`src/rtl/boot_loader.sv`:
```
// Boot loader: receives a byte-stream program image, writes it as big-endian words into memory, then releases the CPU.
// Define BOOT_LOADER_CHECKSUM_EN to require a 4-byte XOR trailer after the data words.
module boot_loader #(
    parameter int ADDR_W    = 8,
    parameter int BASE_ADDR = 0,
    parameter int MAX_WORDS = 256
) (
    input  logic              clk,
    input  logic              reset,
    input  logic [7:0]        rx_data,
    input  logic              rx_valid,
    output logic              rx_ready,
    output logic              mem_we,
    output logic [ADDR_W-1:0] mem_addr,
    output logic [31:0]       mem_wdata,
    output logic              cpu_run,
    output logic              busy,
    output logic              err
);
    localparam int IDX_W = $clog2(MAX_WORDS + 1);

    typedef enum logic [2:0] {
        S_HDR,
        S_LOAD,
`ifdef BOOT_LOADER_CHECKSUM_EN
        S_CSUM,
`endif
        S_DONE,
        S_ERR
    } state_t;

`ifdef BOOT_LOADER_CHECKSUM_EN
    localparam state_t S_FIN = S_CSUM;
`else
    localparam state_t S_FIN = S_DONE;
`endif

    state_t             state, state_nxt;
    logic [1:0]         bcnt;
    logic [23:0]        shreg;
    logic [31:0]        count;
    logic [IDX_W-1:0]   index;
    logic [31:0]        word;
    logic               accept, word_done, last_word, loading;
`ifdef BOOT_LOADER_CHECKSUM_EN
    logic [31:0]        csum;
`endif

    // the incoming byte completes the word combinationally so it can be
    // acted on in the same cycle it is accepted
    assign word      = {shreg, rx_data};
    assign accept    = rx_valid && rx_ready;
    assign word_done = accept && (bcnt == 2'd3);
    assign last_word = (32'(index) + 32'd1) == count;

    always_comb begin
        loading = 1'b0;
        case (state)
            S_HDR, S_LOAD: loading = 1'b1;
`ifdef BOOT_LOADER_CHECKSUM_EN
            S_CSUM:        loading = 1'b1;
`endif
            default:       loading = 1'b0;
        endcase
    end

    // reset gating keeps rx_ready/busy low while reset is held
    assign rx_ready = reset && loading;
    assign busy     = reset && loading;
    assign err      = (state == S_ERR);
    assign cpu_run  = (state == S_DONE) && !mem_we;

    always_ff @(posedge clk or negedge reset) begin
        if (!reset) state <= S_HDR;
        else        state <= state_nxt;
    end

    always_comb begin
        state_nxt = state;
        case (state)
            S_HDR: begin
                if (word_done) begin
                    if (word == 32'd0)                   state_nxt = S_FIN;
                    else if (word > 32'(MAX_WORDS))      state_nxt = S_ERR;
                    else                                 state_nxt = S_LOAD;
                end
            end
            S_LOAD: begin
                if (word_done && last_word) state_nxt = S_FIN;
            end
`ifdef BOOT_LOADER_CHECKSUM_EN
            S_CSUM: begin
                if (word_done) state_nxt = (word == csum) ? S_DONE : S_ERR;
            end
`endif
            default: state_nxt = state;
        endcase
    end

    always_ff @(posedge clk or negedge reset) begin
        if (!reset) begin
            bcnt      <= 2'd0;
            shreg     <= 24'd0;
            count     <= 32'd0;
            index     <= '0;
            mem_we    <= 1'b0;
            mem_addr  <= '0;
            mem_wdata <= 32'd0;
`ifdef BOOT_LOADER_CHECKSUM_EN
            csum      <= 32'd0;
`endif
        end else begin
            mem_we <= 1'b0;
            if (accept) begin
                shreg <= word[23:0];
                bcnt  <= bcnt + 2'd1;
            end
            if (word_done) begin
                case (state)
                    S_HDR: begin
                        count <= word;
                        index <= '0;
                    end
                    S_LOAD: begin
                        mem_we    <= 1'b1;
                        mem_addr  <= ADDR_W'(BASE_ADDR) + ADDR_W'(index);
                        mem_wdata <= word;
                        index     <= index + IDX_W'(1);
`ifdef BOOT_LOADER_CHECKSUM_EN
                        csum      <= csum ^ word;
`endif
                    end
                    default: ;
                endcase
            end
        end
    end
endmodule

```
`config.mk`:
```
export PLATFORM = sky130hd
export DESIGN_NAME = boot_loader
export DESIGN_NICKNAME = d
export VERILOG_FILES = /design/src/rtl/boot_loader.sv
export SDC_FILE = /design/constraint.sdc
export NUM_CORES = 1
export LEC_CHECK = 0
export BUFFER_PORTS_ARGS = -buffer_cell sky130_fd_sc_hd__buf_2
export CORE_UTILIZATION = 30
export DETAILED_ROUTE_END_ITERATION = 10
export HOLD_SLACK_MARGIN = 0.08
export PLACE_DENSITY_LB_ADDON = 0.12
export SYNTH_ARGS = -nofsm -noshare
export SYNTH_HDL_FRONTEND = slang
export SYNTH_SLANG_ARGS = --single-unit
export TNS_END_PERCENT = 10
```
`constraint.sdc`:
```
create_clock -name clk -period 4.75 [get_ports clk]
set_clock_uncertainty 0.15 [all_clocks]
set_input_delay 0.7125 -clock clk [delete_from_list [all_inputs] [get_ports clk]]
set_output_delay 0.7125 -clock clk [all_outputs]
set_load 0.005 [all_outputs]
```
# After elaboration in Yosys (flattened, before gate mapping)
# Index checks and enable logic that the tools add are counted.
# classes
n_mux	9
n_shift	0
n_eq_ne	7
n_addsub	3
bitwise_logic	0
reduce_logical	14
order_cmp	1
mul	0
div_mod_pow	0
# ops
op	n
equality test 10 x 32 -> 1 bit	1
greater-than comparator 32 x 9 -> 1 bit, second input constant	1
logical NOT 32 bit	1
case mux 9 bit (2 select lines)	1
adder 9 x 1 -> 10 bit, second input constant	1
adder 9 x 1 -> 9 bit, second input constant	1
equality test 3 x 2 -> 1 bit, second input constant	2
two-way mux 3 bit	2
case mux 3 bit (2 select lines)	1
AND reduction 2 bit	3
logical AND 1 bit	5
two-way mux 2 bit	2
!= test 2 bit, second input constant	2
equality test 3 x 1 -> 1 bit, second input constant	1
logical NOT 3 bit	1
two-way mux 1 bit	3
AND reduction 3 bit	1
adder 2 x 1 -> 2 bit, second input constant	1
equality test 2 bit, second input constant	1
nonzero test 2 bit	1
OR reduction 2 bit	1
logical NOT 1 bit	1
# word_totals
memories	0
output_inout_bits	45
latch_bits	0
regBits	111
ram_bits	0
inputBits	11
romBits	0
word_cells	42

# Logic depth before layout (Yosys ltp)
# Gate-level depths: netlist (run 1).
# depth
ltp_word	9
depth_mapped	8
mapped_depth_nobuf	6

# Least setup slack after synthesis (run 1)
# Ideal clock, no wire load.
# synth_path
kind	register to register
start	register index[1]
end	register state[0]
arrival_time_ps	1860
period_less_slack_ps	2142
t_required_ps	4469
setup_ps	131
path_stages_with_launch	8
slack_ps	2608
n_path_buf	1
path_cell_list	dfrtp_1 ha_1 buf_2 xnor2_1 xnor2_1 a2111oi_1 a41oi_1 or3_1
# synth_via
elab_chain_cells	5
# synth_rtl
item	line_no	text
start: declaration	42	logic [IDX_W-1:0] index;
start signal: assignment	128	index <= index + IDX_W'(1);
adder 9 x 1 -> 10 bit	54	assign last_word = (32'(index) + 32'd1) == count;
equality test 10 x 32 -> 1 bit	54	
logical AND 1 bit	89	if (word_done && last_word) state_nxt = S_FIN;
!= test 2 bit (no source line)	--	
AND reduction 3 bit (no source line)	--	
end signal: assignment	75	else state <= state_nxt;
end: declaration	38	state_t state, state_nxt;
# No other way between the ends.
# A chain may end at the register's enable or synchronous reset.

# Worst setup path in the final report (run 1)
# layout_path
start	input reset
end	output rx_ready
# layout_via
elab_chain_cells	1
# layout_rtl
item	line_no	text
start: declaration	9	input logic reset,
logical AND 1 bit	68	assign rx_ready = reset && loading;
end: declaration	12	output logic rx_ready,
# No other way between the ends.

==> results of run 1 <==
area by class of cell:
type	instances	area, µm²
fill	1566	9827
sequential	110	2753
multi-input combinational	295	1854
timing repair buffer	61	322.8
tap	211	264.0
clock buffer	10	229.0
clock inverter	6	53.80
inverter	3	11.26
Yosys cell counts (all sizes together), types with 3 or more instances:
cell type | count | share of area
nand2 | 135 | 0.11
buf | 12 | 0.014
nor4 | 11 | 0.015
o21ai | 10 | 0.011
clkbuf | 13 | 0.011
dfrtp | 110 | 0.58
nand4 | 5 | 0.0066
xnor2 | 7 | 0.013
mux2 | 57 | 0.14
xor2 | 6 | 0.011
nand3 | 10 | 0.011
nor2 | 9 | 0.0071
nor3 | 3 | 0.0032
and3 | 3 | 0.0040
o31ai | 4 | 0.0063
registers in the layout, summed over array words and instances (netlist names):
signal     cells
bcnt           2
count         32
index          9
mem_addr       8
mem_wdata     32
mem_we         1
shreg         24
state          2
worst max-delay path: cells and delay by family:
kind | cells | cell delay, ns
buffers and inverters | 3 | 0.76
and+or+nand+nor | 1 | 0.35
report_power, final:
group	internal, mW	switching, mW	leakage [nW]	total (mW)
clock	0.367	0.365	0.141	0.732
combinational	0.471	0.420	1.16	0.890
sequential	1.32	0.365	1.42	1.68
path summary, 6_finish.rpt:
| path | startpoint | slack [ns] | endpoint | cells after the start |
|---|---|---|---|---|
| min | reset | 0.32 | mem_addr[2] | 2 |
| max | reset | 2.06 | rx_ready | 4 |
| max in group asynchronous | reset | 2.86 | mem_wdata[16] | 3 |
| min in group clk | mem_wdata[17] | 0.33 | mem_wdata[17] | 2 |
| max reg2reg | index[0] | 2.30 | state[0] | 6 |
| min reg2reg | mem_wdata[17] | 0.33 | mem_wdata[17] | 2 |
cell families (layout without fill, tap and decap cells):
| group | after synthesis | in the layout |
|---|---|---|
| AOI/OAI and AO/OA | 33 | 33 |
| xor gates and xnor gates | 13 | 13 |
| adders and majority gates | 2 | 2 |
| buffers and inverters | 28 | 80 |
| DFF | 110 | 110 |
| muxes | 57 | 57 |
| and+or+nand+nor | 190 | 190 |
per-layer routing:
metal,global-route usage,wire length (µm),part of all wire
met5,0,0,0
met4,0.03737,114,0.0097
met3,0.03853,300,0.025
met2,0.2530,5710,0.48
met1,0.2071,5687,0.48
==> qor.yml, run 1 <==
run_status:
  status: "finished, final reports clean"
die:
  die_h_um: 127.6
  start_util: 0.3092
  die_w_um: 127.6
  num_rows: 45
  die_area_um2: 16290
  ios: 56
  core_area_um2: 15310
sta:
  hold_ws_ns: 0.3166
  worstMarginPinSlew_ns: 0.8386
  setup_viol: 0
  fin_setup_tns_ns: 0
  relSlewSlack: 0.4409
  achievable-frequency_mhz: 371.4
  setup_ws_ns: 2.058
  timing.final.crit_share: 0.5668
  finalCriticalPeriod_ns: 2.693
  finalHoldViolCount: 0
  maxSlewViolCount: 0
  rsz0062_at_grt: "false"
logic_synthesis:
  ys_seq_area_frac: 0.5814
  synth_top_family_by_area: "simple AND/OR/NAND/NOR gates"
  synth-compound-area-share: 0.05074
  netlist_instances: 433
  async_flop_share: 1.000
  synth.area.mux_share: 0.1356
  synthFlopType: "dfrtp_1"
  synth_xor_area_frac: 0.02405
  synthSimpleGateAreaFrac: 0.1760
  synth_cell_types: 48
  syn_nets: 446
  ys_ff_latch: 110
  syn_area_um2: 4735
  synth_edf_count: 0
  yosys.area_share.adder: 0.005285
  synth_area_per_cell_um2: 10.93
  ys_warn_count: 0
clocking:
  clk_pin_slew_worst_paths_ns: 0.07
  htreeDepth: 3
  worstSkewPairLatency_ns: 0.36
  clkSinkCount: 110
  clock_path_buffers: 2
  tritoncts: "done"
  cts_buffers: 9
  cts_root_buffer: "clkbuf_16"
  cts_resized: 0
  cts_hold_buf: 0
  cts_setup_buffers: 0
setup_path:
  crit_chain: "buf_4 > buf_4 > nor2b_1 > buf_2"
  crit_path_end_kind: "output pin"
  worstPathRequired_ns: 3.89
  cp_max_fo: 47
  crit_path_max_incr_delay_ns: 0.50
  cp_slowest_cell: "buf_4"
  arrival_ns: 1.83
  cpMostUsedCell: "buf_4"
  worst_setup_path_start_kind: "primary input"
  worstSetupPathType: "primary input to output pin"
global_routing:
  first_global_vias: 3289
  grt_pass1_wl_um: 19090
  antenna_found_initial: 0
  grt.overflow.total: 0
  grt_max_degree: 66
  grt_use_total: 0.1551
final_layout:
  fin_util: 0.3583
  final_layout_size_suffix_gt1_frac: 0.2763
  mostFrequentLayoutCells: "135 x nand2_1, 110 x dfrtp_1, 57 x mux2_2, 54 x buf_2, 11 x nor4_1"
  syn_to_final_growth_pct: 15.91
  layoutNonFillerInstCount: 696
  mostFrequentLayoutCell: "nand2_1"
  nNetsFinal: 493
  finalInstanceArea_um2: 5488
  diodes: 0
placed_design:
  place_inst: 680
  post_dp_cell_area_um2: 5205
  dpl.hpwl_um: 7875
  portBuffers: 55
  place_congestion: 0.8034
  place_ws_ns: 2.007
run:
  drv_cap: 0
detailed_routing:
  route.detailed.drc: 0
  drtIter0Drc: 186
  post_drt_wl_per_cell_um: 16.97
  via_per_inst: 4.754
  route.vias.total: 3309
  wirelength_um: 11810
  ant_nets: 0
  dr.pass1.iters: 4
power_and_ir_drop:
  vdd_drop_max_v: 0.0002955
  power_mw: 3.304
  pwr_density_cell_nw_per_um2: 602.0
  leakagePower_nw: 2.715
hold_path:
  min_path_type: "primary input to asynchronous set/reset pin"
(Power assumes the default switching activity.)
==> run 2, diff against run 1 <==
==> constraint.sdc (replaced) <==
create_clock -name clk -period 2.6 [get_ports clk]
set_clock_uncertainty 0.15 [all_clocks]
set_input_delay 0.39 -clock clk [delete_from_list [all_inputs] [get_ports clk]]
set_output_delay 0.39 -clock clk [all_outputs]
set_load 0.005 [all_outputs]
==> run 2 against run 1 <==
Compared with the run above: non-clock buffer count grew 8; routed wire length down 0.57%; count of clock-buffer cells in the layout grew 2; worst hold slack got worse by 0.18 ns; sequential cell count stayed put; sequential share of layout area down 0.73 points; global-route usage grew 0.11 points; register-to-register slack got worse by 2.0 ns; highest routed layer unchanged.
==> qor.yml, run 2 (synthesized netlist as in run 1, its figures left out) <==
hold_path:
  hp-start: "rx_data[0]"
  min_path_type: "primary input to register"
  whs_endpoint: "mem_wdata[0]"
  hold_depth: 3
sta:
  achievable-frequency_mhz: 428.4
  rsz0062_at_grt: "false"
  finalHoldViolCount: 0
  setup_viol: 0
  finalCriticalPeriod_ns: 2.334
  maxSlewViolCount: 0
  hold_ws_ns: 0.1335
  relSlewSlack: 0.3798
  worstMarginPinSlew_ns: 0.9302
  timing.final.crit_share: 0.8978
  fin_setup_tns_ns: 0
  setup_ws_ns: 0.2656
final_layout:
  fin_util: 0.3636
  finalInstanceArea_um2: 5569
  mostFrequentLayoutCell: "nand2_1"
  mostFrequentLayoutCells: "135 x nand2_1, 110 x dfrtp_1, 57 x mux2_2, 54 x buf_2, 14 x buf_4"
  final_layout_size_suffix_gt1_frac: 0.2880
  reg.largest.list: "count: 32 flops, mem_wdata: 32 flops, shreg: 24 flops"
  nNetsFinal: 501
  layoutNonFillerInstCount: 704
  syn_to_final_growth_pct: 17.63
  diodes: 0
die:
  ios: 56
  die_area_um2: 16290
  start_util: 0.3092
  num_rows: 45
  core_area_um2: 15310
  die_w_um: 127.6
  die_h_um: 127.6
placed_design:
  post_dp_cell_area_um2: 5258
  place_ws_ns: 0.2828
  dpl.hpwl_um: 8028
  place_inst: 687
  portBuffers: 55
  place_congestion: 0.8280
power_and_ir_drop:
  p_switching_mw: 2.073
  power_frac_clock: 0.228
  pwr_density_cell_nw_per_um2: 1097
  p_sw_frac: 0.3391
  p_int_mw: 4.039
  leakagePower_nw: 2.764
  power_frac_seq: 0.493
  vdd_drop_max_v: 0.0003976
  pwr-share-comb: 0.279
  power_mw: 6.112
clocking:
  clk_pin_slew_worst_paths_ns: 0.07
  cts_root_buffer: "clkbuf_16"
  worstSkewPairLatency_ns: 0.35
  clock_path_buffers: 2
  tritoncts: "done"
  htreeDepth: 3
  clkSinkCount: 110
  cts_buffers: 9
setup_path:
  r2r_slack_ns: 0.27
  cp_max_fo: 8
  arrival_ns: 2.41
  worst_setup_path_start_kind: "register"
  worstPathRequired_ns: 2.68
  crit_path_end_kind: "register"
  reg2reg_to: "state[0]"
  reg2reg_depth: 6
  r2r-start: "index[0]"
  worstSetupPathType: "register to register"
detailed_routing:
  route.detailed.drc: 0
  via_per_inst: 4.689
  wirelength_um: 11750
  drtIter0Drc: 208
  route.vias.total: 3301
  ant_nets: 0
  wl_met2_um: 5743
  met3_length_um: 328
  highest_layer: "met4"
  post_drt_wl_per_cell_um: 16.68
  dr.pass1.iters: 4
  wl_met1_um: 5525
run_status:
  status: "finished, final reports clean"
global_routing:
  grt_pass1_wl_um: 19250
  grt_use_total: 0.1562
  grt.overflow.total: 0
  antenna_found_initial: 0
  first_global_vias: 3403
  grt_max_degree: 73
run:
  drv_cap: 0
-- run 2: changes by cell type in the layout (fill, tap and decap cells not counted), sizes merged --
cell         delta
buf             +7
clkbuf          +2
clkinv          -2
dlygate4sd3     +1
-- run 2: final cells by class --
type	count	area (µm²)
flip-flops and latches	110	2753
clock buffers	12	266.5
multi-input cells	295	1854
repair buffers	69	385.4
fillers	1611	9746
well taps	211	264.0
clock inverters	4	35.03
inverters	3	11.26
-- run 2: what timing repair did --
action,4_1_cts,5_1_grt
buffers inserted,0,0
setup endpoints to repair,0,0
endpoints found under the hold margin,38,0
gates resized for setup,0,0
hold buffers,1,0
-- run 2: critical path, stage by stage (launching register included) --
cell and delay, ns:
dfrtp_1 0.47, ha_1 0.33, xnor2_1 0.17, xnor2_1 0.13
a2111oi_1 0.43, a41oi_1 0.18, or3_1 0.36
-- run 2: metal layers --
| metal | vias to the layer above | global-route usage |
|---|---|---|
| met5 | - | 0 |
| met3 | 7 | 0.03978 |
| met1 | 1668 | 0.2049 |
| met2 | 35 | 0.2572 |
| li1 | 1591 | - |
| met4 | 0 | 0.04014 |
-- run 2: worst max path at each step --
stage | startpoint | endpoint | slack, ns
4_1_cts | index[0] | state[0] | 0.26
3_5_place_dp | index[0] | state[0] | 0.28
3_3_place_gp | index[0] | state[0] | 0.32
6_report | index[0] | state[0] | 0.27
5_1_grt | index[0] | state[0] | 0.06
2_1_floorplan | index[1] | state[0] | 0.46
-- run 2: power by group through the flow --
stage	Clock, mW	Combinational [mW]	Sequential, mW
floorplan	0	1.12	2.85
global placement	0	1.71	3.04
detailed placement	0	1.73	3.07
CTS	1.46	1.75	3.04
global route	1.53	1.94	3.13
finish	1.39	1.70	3.01
==> run 3, diff against run 2 <==
--- a/config.mk
+++ b/config.mk
@@ -6,7 +6,7 @@
 export NUM_CORES = 1
 export LEC_CHECK = 0
 export BUFFER_PORTS_ARGS = -buffer_cell sky130_fd_sc_hd__buf_2
-export CORE_UTILIZATION = 30
+export CORE_UTILIZATION = 58
 export DETAILED_ROUTE_END_ITERATION = 10
 export HOLD_SLACK_MARGIN = 0.08
 export PLACE_DENSITY_LB_ADDON = 0.12
==> run 3 against run 2 <==
Compared with the run above: fmax fell by 0.54%; sequential share of layout area rose by 2.5 points; sequential cell count did not move; die area decreased by 48%; utilization is 32 points higher; clock power shrank 23%; highest routed layer unchanged; sequential power hardly changed; combinational power fell by 3%.
==> qor.yml, run 3 (synthesized netlist as in run 1, its figures left out) <==
setup_path:
  cp_num_buf_inv: 0
  crit_path_max_incr_delay_ns: 0.48
  crit_chain: "ha_1 > xnor2_1 > xnor2_1 > a2111oi_1 > a41oi_1 > or3_1"
  worst_setup_path_start_kind: "register"
  cp_slowest_cell: "dfrtp_1"
  crit_path_end_kind: "register"
  worstPathRequired_ns: 2.69
  worstSetupPathType: "register to register"
  crit_family: "compound AO/OA/AOI/OAI gates"
  cp_max_fo: 8
  arrival_ns: 2.44
  cpMostUsedCell: "xnor2_1"
final_layout:
  nNetsFinal: 497
  syn_to_final_growth_pct: 12.05
  mostFrequentLayoutCells: "135 x nand2_1, 110 x dfrtp_1, 57 x mux2_2, 54 x buf_2, 11 x nor4_1"
  mostFrequentLayoutCell: "nand2_1"
  final_layout_size_suffix_gt1_frac: 0.2802
  fin_util: 0.6795
  diodes: 0
  reg.largest.list: "count: 32 flops, mem_wdata: 32 flops, shreg: 24 flops"
  finalInstanceArea_um2: 5305
sta:
  achievable-frequency_mhz: 426.0
  timing.final.crit_share: 0.9028
  worstMarginPinSlew_ns: 1.054
  fin_setup_tns_ns: 0
  maxSlewViolCount: 0
  finalHoldViolCount: 0
  rsz0062_at_grt: "false"
  finalCriticalPeriod_ns: 2.347
  hold_ws_ns: 0.1276
  relSlewSlack: 0.2972
  setup_viol: 0
placed_design:
  post_dp_cell_area_um2: 5091
  place_congestion: 0.8776
  portBuffers: 55
  dpl.hpwl_um: 7137
detailed_routing:
  route.vias.total: 3372
  drtIter0Drc: 174
  via_per_inst: 5.706
  post_drt_wl_per_cell_um: 17.19
  ant_nets: 0
  route.detailed.drc: 0
  dr.pass1.iters: 4
  wirelength_um: 10160
die:
  die_h_um: 92.35
  start_util: 0.6064
  ios: 56
  core_area_um2: 7807
  num_rows: 32
  die_w_um: 92.35
  die_area_um2: 8529
clocking:
  htreeDepth: 3
  cts_hold_buf: 1
  clkSinkCount: 110
  cts_resized: 0
  worstSkewPairLatency_ns: 0.36
  cts_root_buffer: "clkbuf_8"
  clock_path_buffers: 2
  clk_pin_slew_worst_paths_ns: 0.11
  cts_buffers: 9
  cts_setup_buffers: 0
  tritoncts: "done"
run_status:
  status: "finished, final reports clean"
run:
  drv_cap: 0
global_routing:
  grt_use_total: 0.2585
  grt_pass1_wl_um: 16870
  grt.overflow.total: 0
  grt_max_degree: 85
  first_global_vias: 3342
  antenna_found_initial: 0
power_and_ir_drop:
  pwr_density_cell_nw_per_um2: 1083
  vdd_drop_max_v: 0.0005402
  power_mw: 5.743
  leakagePower_nw: 2.697
hold_path:
  min_path_type: "primary input to register"
-- run 3: cell types whose count changed in the layout (fill, tap and decap cells not counted), sizes merged --
cell / delta
bufinv: +1
clkbuf: -2
clkinv: +1
buf: -4
-- run 3: where the power goes --
| part | internal (mW) | switching, mW | leakage, nW |
|---|---|---|---|
| sequential | 2.40 | 0.626 | 1.42 |
| clock | 0.464 | 0.601 | 0.103 |
| combinational | 0.872 | 0.777 | 1.18 |
-- run 3: worst paths after layout --
check / slack (ns) / start / depth (start not counted) / endpoint
worst max-delay path: 0.25 / index[0] / 6 / state[0]
worst min register to register: 0.33 / mem_wdata[25] / 2 / mem_wdata[25]
min in group asynchronous: 0.43 / reset / 3 / mem_wdata[30]
worst min-delay path: 0.13 / rx_data[2] / 3 / mem_wdata[2]
worst max register to register: 0.25 / index[0] / 6 / state[0]
max in group asynchronous: 0.90 / reset / 3 / shreg[9]
-- run 3: routing by layer --
layer / routed length [µm] / global-route usage / vias to the layer above
li1: - / - / 1580
met1: 4593 / 0.3452 / 1726
met2: 5191 / 0.4395 / 54
met3: 242 / 0.03530 / 12
met4: 133 / 0.08333 / 0
met5: 0 / 0 / -
-- run 3: area by class of cell --
cell class | instances | area [µm²]
clock buffer | 10 | 127.6
timing repair buffer | 65 | 355.3
fill | 619 | 2502
inverter | 3 | 11.26
clock inverter | 6 | 76.32
tap | 102 | 127.6
multi-input combinational | 295 | 1854
sequential | 110 | 2753
-- run 3: metrics by stage --
step	worst slack [ns]	std cells
6_report	0.2528	591
5_1_grt	0.08096	591
4_1_cts	0.2664	591
3_5_place_dp	0.2832	574
3_3_place_gp	0.3058	574
2_1_floorplan	0.4585	433
-- run 3: worst reg2reg max path, stage by stage, from the launching register on --
cell and delay, ns:
dfrtp_1 0.48, ha_1 0.33, xnor2_1 0.17, xnor2_1 0.13, a2111oi_1 0.45, a41oi_1 0.16
or3_1 0.36
